**src/rtl/master_port.sv**
```systemverilog
`default_nettype none
// ============================================================================
//  Module   : master_port
//  Purpose  : Converts single-beat parallel read/write requests into the
//             serial request/grant + valid/ready bit-stream bus protocol.
//             Sends a 2-bit serial slave select, then shifts address and
//             write data LSB-first or collects read data LSB-first, holding
//             position whenever the grant is withdrawn (slave split).
//  Revision : 1.0 - initial release
// ============================================================================
module master_port #(
  parameter int ADDR_WIDTH = 14,
  parameter int DATA_WIDTH = 8
) (
  input  logic                  sys_clk,
  input  logic                  sys_rst,
  // local request side
  input  logic                  req_valid,
  output logic                  req_ready,
  input  logic                  req_write,
  input  logic [ADDR_WIDTH-1:0] req_addr,
  input  logic [DATA_WIDTH-1:0] req_wdata,
  output logic                  rsp_valid,
  output logic [DATA_WIDTH-1:0] rsp_rdata,
  // arbiter side
  output logic                  m_request,
  output logic                  m_slave_sel,
  input  logic                  m_grant,
  output logic                  trans_done,
  // serial data side
  output logic                  m_master_valid,
  output logic                  m_master_ready,
  output logic                  m_tx_address,
  output logic                  m_tx_data,
  input  logic                  m_rx_data,
  output logic                  m_write_en,
  output logic                  m_read_en,
  input  logic                  m_slave_valid,
  input  logic                  m_slave_ready
);

  localparam int C_AW   = ADDR_WIDTH - 2;
  localparam int C_DW   = DATA_WIDTH;
  localparam int C_MAXW = (C_AW > C_DW) ? C_AW : C_DW;
  localparam int C_CW   = (C_MAXW > 1) ? $clog2(C_MAXW) : 1;

  localparam logic [C_CW-1:0] C_ALAST = C_CW'(C_AW - 1);
  localparam logic [C_CW-1:0] C_DLAST = C_CW'(C_DW - 1);

  localparam logic [2:0] S_IDLE  = 3'd0;
  localparam logic [2:0] S_SEL   = 3'd1;
  localparam logic [2:0] S_WAIT  = 3'd2;
  localparam logic [2:0] S_ADDR  = 3'd3;
  localparam logic [2:0] S_WDATA = 3'd4;
  localparam logic [2:0] S_RDATA = 3'd5;
  localparam logic [2:0] S_DONE  = 3'd6;

  logic [2:0]      state_q, state_d;
  logic [C_CW-1:0] cnt_q, cnt_d;
  logic            write_q, write_d;
  logic [1:0]      sid_q, sid_d;
  logic [C_AW-1:0] addr_q, addr_d;     // shifts right, bit 0 is on the wire
  logic [C_DW-1:0] wdata_q, wdata_d;   // shifts right, bit 0 is on the wire
  logic [C_DW-1:0] rdata_q, rdata_d;   // shifts in from the MSB end
  logic [C_DW-1:0] rsp_rdata_q, rsp_rdata_d;

  // State and datapath registers with synchronous reset
  always_ff @(posedge sys_clk) begin
    if (sys_rst) begin
      state_q     <= S_IDLE;
      cnt_q       <= '0;
      write_q     <= 1'b0;
      sid_q       <= '0;
      addr_q      <= '0;
      wdata_q     <= '0;
      rdata_q     <= '0;
      rsp_rdata_q <= '0;
    end else begin
      state_q     <= state_d;
      cnt_q       <= cnt_d;
      write_q     <= write_d;
      sid_q       <= sid_d;
      addr_q      <= addr_d;
      wdata_q     <= wdata_d;
      rdata_q     <= rdata_d;
      rsp_rdata_q <= rsp_rdata_d;
    end
  end

  // Next-state and datapath update; grant loss simply blocks every transfer
  always_comb begin
    state_d     = state_q;
    cnt_d       = cnt_q;
    write_d     = write_q;
    sid_d       = sid_q;
    addr_d      = addr_q;
    wdata_d     = wdata_q;
    rdata_d     = rdata_q;
    rsp_rdata_d = rsp_rdata_q;
    case (state_q)
      S_IDLE: begin
        if (req_valid) begin
          write_d = req_write;
          sid_d   = req_addr[ADDR_WIDTH-1:ADDR_WIDTH-2];
          addr_d  = req_addr[C_AW-1:0];
          wdata_d = req_wdata;
          cnt_d   = '0;
          state_d = S_SEL;
        end
      end
      S_SEL: begin
        // Two select cycles, counted on the low counter bit
        if (cnt_q[0]) begin
          cnt_d   = '0;
          state_d = S_WAIT;
        end else begin
          cnt_d = cnt_q + C_CW'(1);
        end
      end
      S_WAIT: begin
        if (m_grant) state_d = S_ADDR;
      end
      S_ADDR: begin
        if (m_grant && m_slave_ready) begin
          addr_d = addr_q >> 1;
          if (cnt_q == C_ALAST) begin
            cnt_d   = '0;
            state_d = write_q ? S_WDATA : S_RDATA;
          end else begin
            cnt_d = cnt_q + C_CW'(1);
          end
        end
      end
      S_WDATA: begin
        if (m_grant && m_slave_ready) begin
          wdata_d = wdata_q >> 1;
          if (cnt_q == C_DLAST) begin
            cnt_d   = '0;
            state_d = S_DONE;
          end else begin
            cnt_d = cnt_q + C_CW'(1);
          end
        end
      end
      S_RDATA: begin
        if (m_grant && m_slave_valid) begin
          rdata_d = {m_rx_data, rdata_q[C_DW-1:1]};
          if (cnt_q == C_DLAST) begin
            // Publish on the final capture so rsp_rdata is valid in DONE
            cnt_d       = '0;
            rsp_rdata_d = rdata_d;
            state_d     = S_DONE;
          end else begin
            cnt_d = cnt_q + C_CW'(1);
          end
        end
      end
      S_DONE: begin
        state_d = S_IDLE;
      end
      default: begin
        state_d = S_IDLE;
      end
    endcase
  end

  // Output decode from registered state, gated by grant and forced low in reset
  always_comb begin
    logic w_run;
    logic w_bus;
    w_run = ~sys_rst;
    w_bus = (state_q == S_WAIT) || (state_q == S_ADDR) ||
            (state_q == S_WDATA) || (state_q == S_RDATA);

    req_ready      = w_run && (state_q == S_IDLE);
    m_request      = w_run && (w_bus || (state_q == S_SEL));
    m_slave_sel    = w_run && (state_q == S_SEL) &&
                     (cnt_q[0] ? sid_q[0] : sid_q[1]);
    m_write_en     = w_run && w_bus && write_q;
    m_read_en      = w_run && w_bus && !write_q;
    m_master_valid = w_run && m_grant &&
                     ((state_q == S_ADDR) || (state_q == S_WDATA));
    m_master_ready = w_run && m_grant && (state_q == S_RDATA);
    m_tx_address   = w_run && m_grant && (state_q == S_ADDR) && addr_q[0];
    m_tx_data      = w_run && m_grant && (state_q == S_WDATA) && wdata_q[0];
    trans_done     = w_run && (state_q == S_DONE);
    rsp_valid      = w_run && (state_q == S_DONE);
    rsp_rdata      = w_run ? rsp_rdata_q : '0;
  end

endmodule
`default_nettype wire

```
**config.mk**
```make
export PLATFORM = sky130hd
export DESIGN_NAME = master_port
export DESIGN_NICKNAME = d
export VERILOG_FILES = /design/src/rtl/master_port.sv
export SDC_FILE = /design/constraint.sdc
export NUM_CORES = 1
export LEC_CHECK = 0
export ABC_AREA = 0
export CAP_MARGIN = 20
export CORE_MARGIN = 1
export CORE_UTILIZATION = 51
export DETAILED_ROUTE_END_ITERATION = 10
export HOLD_SLACK_MARGIN = 0.02
export PLACE_DENSITY = 0.87
export SYNTH_ARGS = -nofsm -noshare
export SYNTH_HDL_FRONTEND = slang
export SYNTH_SLANG_ARGS = --single-unit
```
**constraint.sdc**
```tcl
create_clock -name sys_clk -period 2 [get_ports sys_clk]
set_input_delay 0.4 -clock sys_clk [delete_from_list [all_inputs] [get_ports sys_clk]]
set_output_delay 0.4 -clock sys_clk [all_outputs]
set_load 0.01 [all_outputs]
```
* Yosys cells after proc, flatten, opt, wreduce, memory -nomap -nowiden
Cells that the tools add are included.
Operators by class: add/subtract/negate cells 1, equal/unequal tests 15, muxes and demuxes 26, bitwise logic cells 1, reduce and logical (&&, ||, !) cells 34
Operators with widths (count):
- two-way mux 4 bit | 7
- two-way mux 12 bit | 2
- two-way mux 3 bit | 8
- two-way mux 8 bit | 3
- case mux 12 bit (2 select lines) | 1
- case mux 4 bit (5 select lines) | 1
- case mux 3 bit (6 select lines) | 1
- logical AND 1 bit | 17
- case mux 8 bit (2 select lines) | 1
- != test 2 bit (second input constant) | 7
- == test 3 bit (second input constant) | 3
- AND reduction 3 bit | 3
- AND reduction 7 bit | 1
- == test 3 x 2 -> 1 bit (second input constant) | 2
- logical OR 1 bit | 5
- AND reduction 5 bit | 1
- nonzero test 5 bit | 1
- adder 4 x 1 -> 4 bit (second input constant) | 1
- == test 4 x 3 -> 1 bit (second input constant) | 1
- == test 4 bit (second input constant) | 1
- AND reduction 2 bit | 2
- nonzero test 2 bit | 2
- == test 3 x 1 -> 1 bit (second input constant) | 1
- logical NOT 3 bit | 1
- 3 further kinds | 4
Storage, ports and cells: flip-flop bits (word level) 46, output and inout port bits 19

* Logic depth before layout (Yosys ltp)
depth in word-level cells 6, mapped depth 7, mapped depth without buffers 7

* Least setup slack after synthesis
OpenSTA, ideal clock, no wires.
kind reg2out, start point register state_q[2], end point output trans_done, data arrival time 1.409 ns, setup slack 0.191 ns, stages on the path, launching flop included 5, path buffers 3, path through dfxtp_1 buf_6 buf_2 nor4b_1 buf_4
On the way: cells in the longest elaborated chain, start to end 2
Ends and longest elaborated chain:
- from (decl) | RTL line 58 | logic [2:0] state_q, state_d;
- from (signal assigned) | RTL line 79 | state_q <= state_d;
- == test 3 bit
- logical AND 1 bit
- to (decl) | RTL line 29 | output logic trans_done,
Every way passes these cells.

* Worst setup path after layout
start point input sys_rst, end point output rsp_rdata[0]
On the way: cells in the longest elaborated chain, start to end 1
Ends and longest elaborated chain:
- from (decl) | RTL line 16 | input logic sys_rst,
- two-way mux 8 bit | RTL line 188 | rsp_rdata = w_run ? rsp_rdata_q : '0;
- to (decl) | RTL line 24 | output logic [DATA_WIDTH-1:0] rsp_rdata,
Every way passes these cells.

==> summary.md <==
| Metric | Value |
|---|---|
| Worst Skew | 0.00748 ns |
| Post-Synth XOR/XNOR Area | 0% |
| Worst EP required | 1.60 ns |
| Reg2reg start | state_q[2] |
| Crit path launch type | input pin |
| Diode count | 0 |
| Adder-cell share of the synthesized area | 2.18% |
| DRC violations left | 0 |
| Mux cell area share after synthesis | 8.28% |
| Max cap viols | 0 |
| Netlist cell types | 47 |
| Crit path max fanout | 9 |
| 1st-pass router iterations | 4 |
| Min-delay src | sys_rst |
| Fillers | 325 |
| Status | completed |
| Endpoints failing setup | 0 |
| Mapped Area | 0.00230 sq mm |
| All-Layer GR Usage | 23.3% |
| Vias per Instance | 5.60 |
| H-tree lvl count | 2 |
| Mapped Nets | 295 |
| Ys Warns | 0 |
| Port bufs | 48 |
| Share of cells above drive strength 1 | 17.3% |
| Complex-gate fraction of the synthesized area | 21.2% |
| CP arrival | 1.53 ns |
| Worst Hold Depth | 2 |
| Final Cycle Share | 96.4% |
| Synth area leaders | dfxtp_1, mux2i_1, nor2_1, a311oi_2, nand2_1 |
| Rel. slew slack | 72.4% |
| First DRT Iteration DRCs | 133 |
| Flip-flop and latch count after synthesis | 45 |
| Die height | 69.1 microns |
| Post-synthesis cell count | 261 |
| Ys flop type | dfxtp_1 |
| Core box area | 0.00435 sq mm |
| Peak VDD IR | 0.828 mV |
| Global-route wire length before repair | 9.16 mm |
| Gr ovfl total | 0 |
| Post-synth top area cell | dfxtp_1 |
| Clk slew on worst S/H paths | 0.08 ns |
| Cell Rows | 24 |
| Layout area overhead | 33.1% |
| CTS buffer count | 5 |
| Vias in the first global route | 1988 |
| P per Cell Area | 997 mW/mm^2 |
| Post-route insts no fill | 376 |
| Fin crit period | 1.93 ns |
| Async SR Flop Fraction | 0% |
| RSZ-0062 raised after global routing | false |
| Slew Limit Fails | 0 |
| Final HPWL DP | 3.91 mm |
| Drt total wl | 5.34 mm |
| Hold Fails Final Rpt | 0 |
| Clock latency on the worst-skew pair | 0.30 ns |
| Multi-input gate area | 0.00129 sq mm |
| Leakage | 0.00122 uW |
| TritonCTS clock tree | done |
| Post-Synth Simple-Gate Area | 23.9% |
| Worst hold slack | 0.404 ns |
| Largest net degree at the start of global routing | 25 |
| WL/cell | 14.2 microns |
| Worst Hold End | cnt_q[2] |
| Placed Cells | 369 |
| Starting Density | 52.7% |
| Initial antenna violation count | 0 |
| Via count | 2107 |
| Clock Sinks | 45 |
| CP Class | input pin to primary output |
| Clock buffer depth | 2 |
| Fin worst setup slack | 0.0712 ns |
| Final antenna-violating net count | 0 |
| FF/Latch Area | 905 sq um |
| Net count reported at finish | 358 |
| Post-synth EDFFs | 0 |
| Setup WS pre-CTS | -0.309 ns |
| Sequential-to-total area share from yosys stat | 39.2% |
| Reg-to-reg endpoint | rsp_rdata_q[1] |
| R2R cell count | 7 |
| Max Fclk | 0.518 GHz |
| Syn avg cell area | 8.80 sq um |
| GPL Wtd Cong | 0.858 |
| FF-to-FF setup slack | 0.22 ns |
| Pin slew with the least headroom to its limit | 0.413 ns |
| Crit path capture type | primary output |
| Root buffer cell | clkbuf_8 |
| Main combinational cell family by area after synthesis | simple AND/OR/NAND/NOR gates |
| Die Width | 69.1 microns |
| Die area | 0.00477 sq mm |
| Area share of the largest cell type after synthesis | 39.2% |
| I/O pin total | 49 |
| Hold crit path type | input pin to register |
[cells in the final DEF (no fill, tap or decap), types with 9 or more instances in the layout]
cell,instances
nor2b_1,10
a211oi_1,9
clkdlybuf4s50_1,35
dlygate4sd2_1,9
nand2_1,26
mux2i_1,19
dfxtp_1,42
buf_4,22
a21oi_1,11
nor2_1,37
[routing by layer]
layer / vias to the layer above / global-route usage [%] / part of all wire [%] / wire (microns)
met4: 0 / 6.35 / 1.2 / 66
met5: - / 0 / 0 / 0
met1: 979 / 32.1 / 47 / 2510
met2: 62 / 37.3 / 46 / 2450
met3: 9 / 4.53 / 5.9 / 314
li1: 1057 / - / - / -
[power by group]
group          total [uW]  internal [uW]  switching (uW)
clock                 577            273             303
sequential           1170           1070             106
combinational        1300            601             695
total                3050           1940            1100
[sequential cells by signal (all words and copies together), names as in the netlist]
name,count
addr_q,12
rsp_rdata_q,8
wdata_q,8
rdata_q,7
cnt_q,4
state_q,3
sid_q,2
write_q,1
[worst max-delay path, stage by stage]
cell	delay, ns
buf_2	0.16
buf_4	0.19
nor2b_1	0.20
clkdlybuf4s50_1	0.57
[synth_stat cells, drive strengths merged, types with 2 or more instances]
cell type,count
o21ai,9
buf,12
nor3b,2
clkbuf,5
inv,7
dfxtp,45
nand4,2
nor4b,3
o22a,7
nand2b,5
a22oi,2
nor3,4
a311oi,11
ha,4
a211oi,9
mux2i,19
o2bb2ai,2
o21a,2
nor2,39
nand2,26
a31oi,3
nand3b,2
a21oi,12
nor2b,11
nand3,8
[worst max path at each step]
stage	startpoint	to	slack [ns]
3_3_place_gp	m_grant	m_tx_data	-0.29
5_1_grt	state_q[0]	m_tx_data	0.003
3_5_place_dp	m_grant	m_tx_data	-0.31
2_1_floorplan	state_q[2]	trans_done	0.19
6_report	sys_rst	rsp_rdata[0]	0.07
4_1_cts	sys_rst	rsp_rdata[5]	0.04
[cells by family (layout without fill, tap and decap cells)]
family	after synthesis	in the layout
muxes	19	19
AOI/OAI and AO/OA	61	61
buffers and inverters	24	87
adders and majority gates	4	4
DFF	45	45
and+or+nand+nor	108	108
[what timing repair did]
action | CTS | global route
resized for setup | 15 | 8
endpoints found under the setup margin | 11 | 7
buffers inserted | 0 | 0
hold buffers | 0 | 0
[cell type report]
class	instances	share of cell area, %
Timing Repair Buffer	73	22.2
Inverter	7	0.860
Clock inverter	1	0.246
Multi-Input combinational cell	192	42.2
Tap cell	52	2.13
Clock buffer	6	2.70
Sequential cell	45	29.6
[metrics by stage]
step	instance area (sq um)	total power, uW	util (%)	setup TNS, ns
after detailed placement	2970	2470	68.2	-2.26
after global routing	3060	3240	70.2	0
final	3060	3050	70.2	0
after CTS	3050	3030	70.1	0
after floorplan	2300	2000	-	0
after global placement	2970	2430	68.2	-1.33
Power figures use the tool's default switching activity.
==> RTL change 1: new RTL, config.mk and constraints unchanged <==
Make the reset (`sys_rst`) asynchronous in one clocked block. Comments in the files are not updated.
--- a/src/rtl/master_port.sv
+++ b/src/rtl/master_port.sv
@@ -65,7 +65,7 @@
   logic [C_DW-1:0] rsp_rdata_q, rsp_rdata_d;
 
   // State and datapath registers with synchronous reset
-  always_ff @(posedge sys_clk) begin
+  always_ff @(posedge sys_clk or posedge sys_rst) begin
     if (sys_rst) begin
       state_q     <= S_IDLE;
       cnt_q       <= '0;
Behaviour: same outputs for any inputs over 10 cycles, from zero or initial values and one cycle with sys_rst high; that may be too few to reach the edited logic, so the function may still have changed.
==> RTL change 1 against the original RTL <==
  * Cell count is 0.80% lower
  * Design area is 6.3% higher
  * Clock skew decreased by 0.0024 ns
  * Total power rose by 37%
  * Non-clock buffer count up 9
  * Setup slack got worse by 0.037 ns
  * Area after synthesis increased by 4.1%
  * Combinational power is 57% higher
  * Wire length rose by 9.1%
  * Critical path depth rose by 3
  * Sequential cell count unchanged
==> RTL change 1: results (changes against the original RTL) <==
status: complete, no violations (unchanged)
First DRT Iteration DRCs: 178 (was 133)
leading post-synthesis cells by cell area: dfrtp_1 (47%), mux2_2 (8.5%), nor2_1 (5.0%) (was dfxtp_1 (39%), mux2i_1 (8.3%), nor2_1 (6.0%))
Slowest Stage Delay on Critical Path: 0.51 ns (was 0.57 ns)
Layout Cells excl Fill: 373 (was 376)
synth cell count leaders: dfrtp_1 (45), nor2_1 (32), nand2_1 (31) (was dfxtp_1 (45), nor2_1 (37), nand2_1 (26))
crit-path leading delay family: buffers and inverters (unchanged)
First-pass DRT Iterations: 4 (unchanged)
DP Worst Slack: -0.2785 ns (was -0.3088 ns)
via count of the routed design: 2103 (was 2107)
CTS buffer count: 5 (unchanged)
Avg Inst Size Synth: 9.835 sq um (was 8.797 sq um)
clock latency on the worst-skew pair: 0.30 ns (about the same)
vias in the first global route: 2084 (was 1988)
IO buf count: 48 (unchanged)
Worst EP arrival: 2.18 ns (was 1.53 ns)
P per Cell Area: 1285 mW/mm^2 (was 996.6 mW/mm^2)
peak supply drop: 0.6682 mV (was 0.8277 mV)
asr flop ratio synth: 100.0% (was 0%)
first-pass GRT wire length: 9.597 mm (was 9.163 mm)
Hold-fix buffers, CTS: 0 (unchanged)
root buf cell: clkbuf_8 (unchanged)
Leak: 1.599 nW (was 1.219 nW)
All-Layer GR Usage: 24.64% (was 23.33%)
clock buffer depth: 2 (unchanged)
sequential area share after synthesis: 47.12% (was 39.24%)
nets@finish: 354 (was 358)
antenna violations before repair: 0 (unchanged)
largest net degree at the start of global routing: 25 (unchanged)
gr ovfl total: 0 (unchanged)
Antenna diodes: 0 (unchanged)
Tightest Pin Transition: 0.3311 ns (was 0.4130 ns)
switch share: 38.20% (was 36.26%)
share of cells above drive strength 1: 26.48% (was 17.28%)
Syn Nets: 277 (was 295)
Worst Hold Class: input pin to async pin (was input pin to flip-flop)
gp weighted congestion: 0.8986 (was 0.8584)
Combinational Power: 0.00204 W (was 0.00130 W)
FILL cells: 306 (was 325)
Setup Skew: 0.005126 ns (was 0.007483 ns)
Slowest-stage cell, CP: clkdlybuf4s50_1 (unchanged)
clock-net power: 0.000714 W (was 0.000577 W)
placed inst area: 0.003113 sq mm (was 0.002968 sq mm)
Synth Warn #: 0 (unchanged)
biggest regs: addr_q (12), rsp_rdata_q (8), wdata_q (8) (unchanged)
Reg clk slew, reported paths: 0.08 ns (about the same)
final wirelength: 5.826 mm (was 5.339 mm)
Cell Count Post-Placement: 364 (was 369)
post-synth cell types: 41 (was 47)
CTS H-tree lvls: 2 (unchanged)
Crit Path Max Fanout: 6 (was 9)
HPWL Detailed: 4.107 mm (was 3.905 mm)
[RTL change 1: path summary, 6_finish.rpt]
path                                       startpoint                         end  slack, ns  cells after the start
hold / removal                                sys_rst      wdata_q[4]$_DFFE_PP0P_       0.45                      3
max in group asynchronous                     sys_rst      state_q[0]$_DFFE_PP0P_       1.28                      3
min in group sys_clk       rsp_rdata_q[2]$_DFFE_PP0P_  rsp_rdata_q[2]$_DFFE_PP0P_       0.50                      1
setup reg to reg               state_q[2]$_DFFE_PP0P_      state_q[0]$_DFFE_PP0P_       0.04                      7
setup / recovery                              m_grant      state_q[0]$_DFFE_PP0P_       0.03                      7
hold reg to reg            rsp_rdata_q[2]$_DFFE_PP0P_  rsp_rdata_q[2]$_DFFE_PP0P_       0.50                      1
[RTL change 1: cell families after synthesis]
kind of cell | Yosys count | share of synthesized area [%]
flops | 45 | 47.12
simple gates | 102 | 21.36
buf+inv | 21 | 4.764
compound gates | 43 | 11.78
mux | 28 | 12.88
fa+ha+maj | 4 | 2.094
[RTL change 1: routing by layer]
metal | track usage, % | vias up | wire length [microns]
li1 | - | 1001 | -
met1 | 29.92 | 1026 | 2461
met2 | 41.69 | 63 | 3026
met3 | 5.772 | 13 | 223
met4 | 10.44 | 0 | 114
met5 | 0 | - | 0
[RTL change 1: what timing repair did]
item                                    4_1_cts  5_1_grt
pin swaps                                     0        3
gates resized for setup                      25       16
endpoints found under the hold margin         0        0
endpoints found under the setup margin       18       11
setup buffers                                 0        1
[RTL change 1: area by class of cell]
class                      instances  area (sq um)  area share [%]
multi-input combinational        177          1185           36.47
sequential                        45          1130           34.77
timing repair buffer              82         711.9           21.91
clock buffer                       7         86.33           2.657
tap                               52         65.06           2.002
inverter                           9         41.29           1.271
clock inverter                     1         30.03          0.9241
==> RTL change 2: new RTL, same settings <==
Without the edit above. The parameter `ADDR_WIDTH` goes from 14 to 13.
--- a/src/rtl/master_port.sv
+++ b/src/rtl/master_port.sv
@@ -9,7 +9,7 @@
 //  Revision : 1.0 - initial release
 // ============================================================================
 module master_port #(
-  parameter int ADDR_WIDTH = 14,
+  parameter int ADDR_WIDTH = 13,
   parameter int DATA_WIDTH = 8
 ) (
   input  logic                  sys_clk,
Ports: changed (resized req_addr); port bits go from 49 to 48. No check against the original RTL was run, so the function may have changed too.
==> RTL change 2 against the original RTL <==
  * Total power is 0.74% higher
  * Setup slack improved by 0.024 ns
  * Area after synthesis is 1.6% lower
  * Via count rose by 1.9%
  * Wire length up 0.43%
  * Design area is 0.49% lower
  * Sequential cell count is 1 lower
  * Non-clock buffer count grew 2
  * Largest power group unchanged
==> RTL change 2: results (changes against the original RTL) <==
Worst EP arrival: 1.51 ns (was 1.53 ns)
Slowest Stage Delay on Critical Path: 0.36 ns (was 0.57 ns)
Cell Count Post-Placement: 370 (was 369)
metal3 WL: 265 microns (was 314 microns)
Leak: 1.240 nW (was 1.219 nW)
Post-Syn Instances: 265 (was 261)
first-pass GRT wire length: 8.666 mm (was 9.163 mm)
biggest regs: addr_q (11), rsp_rdata_q (8), wdata_q (8) (was addr_q (12), rsp_rdata_q (8), wdata_q (8))
leading post-synthesis cells by cell area: dfxtp_1 (39%), nand2_1 (7.6%), a311oi_1 (6.6%) (was dfxtp_1 (39%), mux2i_1 (8.3%), nor2_1 (6.0%))
Worst Hold Class: flip-flop to flip-flop (was input pin to flip-flop)
Syn Nets: 297 (was 295)
gp weighted congestion: 0.8893 (was 0.8584)
met2 usage: 40.32% (was 37.32%)
sequential area share after synthesis: 38.98% (was 39.24%)
via count of the routed design: 2148 (was 2107)
met1 Use GR: 30.10% (was 32.07%)
FILL cells: 296 (was 325)
routing usage on met3: 5.757% (was 4.532%)
metal2 WL: 2.593 mm (was 2.451 mm)
Setup Skew: 0.004379 ns (was 0.007483 ns)
First DRT Iteration DRCs: 149 (was 133)
Crit Path Max Fanout: 8 (was 9)
nets@finish: 359 (was 358)
largest net degree at the start of global routing: 23 (was 25)
clock buffer depth: 2 (unchanged)
Slowest-stage cell, CP: dfxtp_2 (was clkdlybuf4s50_1)
Setup crit start: state_q[2]$_SDFFE_PP0P_ (was sys_rst)
CTS H-tree lvls: 2 (unchanged)
Hold Startpoint: sid_q[0]$_SDFFE_PP0P_ (was sys_rst)
placed inst area: 0.002914 sq mm (was 0.002968 sq mm)
synth cell count leaders: nand2_1 (46), dfxtp_1 (44), nor2_1 (37) (was dfxtp_1 (45), nor2_1 (37), nand2_1 (26))
IO buf count: 47 (was 48)
Tightest Pin Transition: 0.3348 ns (was 0.4130 ns)
worst r2r src: state_q[0]$_SDFFE_PP0P_ (was state_q[2]$_SDFFE_PP0P_)
final wirelength: 5.362 mm (was 5.339 mm)
All-Layer GR Usage: 24.84% (was 23.33%)
vias per cell: 5.683 (was 5.604)
crit-path leading delay family: buffers and inverters (unchanged)
post-synth cell types: 50 (was 47)
root buf cell: clkbuf_8 (unchanged)
DP Worst Slack: -0.4277 ns (was -0.3088 ns)
HPWL Detailed: 3.758 mm (was 3.905 mm)
met1 wire length: 2.354 mm (was 2.507 mm)
Antenna diodes: 0 (unchanged)
asr flop ratio synth: 0% (unchanged)
peak supply drop: 0.5909 mV (was 0.8277 mV)
status: complete, no violations (unchanged)
vias in the first global route: 2016 (was 1988)
share of cells above drive strength 1: 17.99% (was 17.28%)
==> RTL change 2: cell type report <==
type / instances / share of cell area, %
Timing Repair Buffer: 75 / 22.99
Tap cell: 50 / 2.057
Clock inverter: 3 / 1.399
Clock buffer: 5 / 2.262
Multi-Input combinational cell: 197 / 41.63
Inverter: 4 / 0.4936
Sequential cell: 44 / 29.16
==> RTL change 2: cells by family after synthesis <==
| group | synth area share, % |
|---|---|
| fa+ha+maj | 1.661 |
| flops | 38.98 |
| simple gates | 28.79 |
| buf+inv | 6.035 |
| compound gates | 19.38 |
| mux | 5.149 |
==> RTL change 2: power by group <==
group / switching, W / internal (W) / total [W]
sequential: 0.000115 / 0.00105 / 0.00116
clock: 0.000326 / 0.000370 / 0.000696
combinational: 0.000599 / 0.000611 / 0.00121
==> RTL change 2: final timing paths <==
kind                                         endpoint  cells after the start  slack (ns)
worst max-delay path                       m_write_en                      5        0.09
worst min-delay path            sid_q[0]$_SDFFE_PP0P_                      2        0.46
worst max register to register  cnt_q[2]$_SDFFE_PP0P_                      6        0.17
worst min register to register  sid_q[0]$_SDFFE_PP0P_                      2        0.46
==> RTL change 2: worst min-delay path: cells and delay by family, from the launching register on <==
family / cells / cell delay (ns)
DFF: 1 / 0.32
and+or+nand+nor: 1 / 0.05
AOI/OAI and AO/OA: 1 / 0.05
==> RTL change 2: stage by stage <==
step | utilization (%) | hold WS [ns]
CTS | 73.91 | 0.4604
global placement | 70.81 | 0.4427
finish | 73.91 | 0.4610
floorplan | - | 0.4357
detailed placement | 70.81 | 0.4487
global route | 73.91 | 0.5023
==> RTL change 2: repair_timing <==
item,4_1_cts,5_1_grt
gates resized for setup,20,9
cloned,0,0
endpoints found under the setup margin,11,4
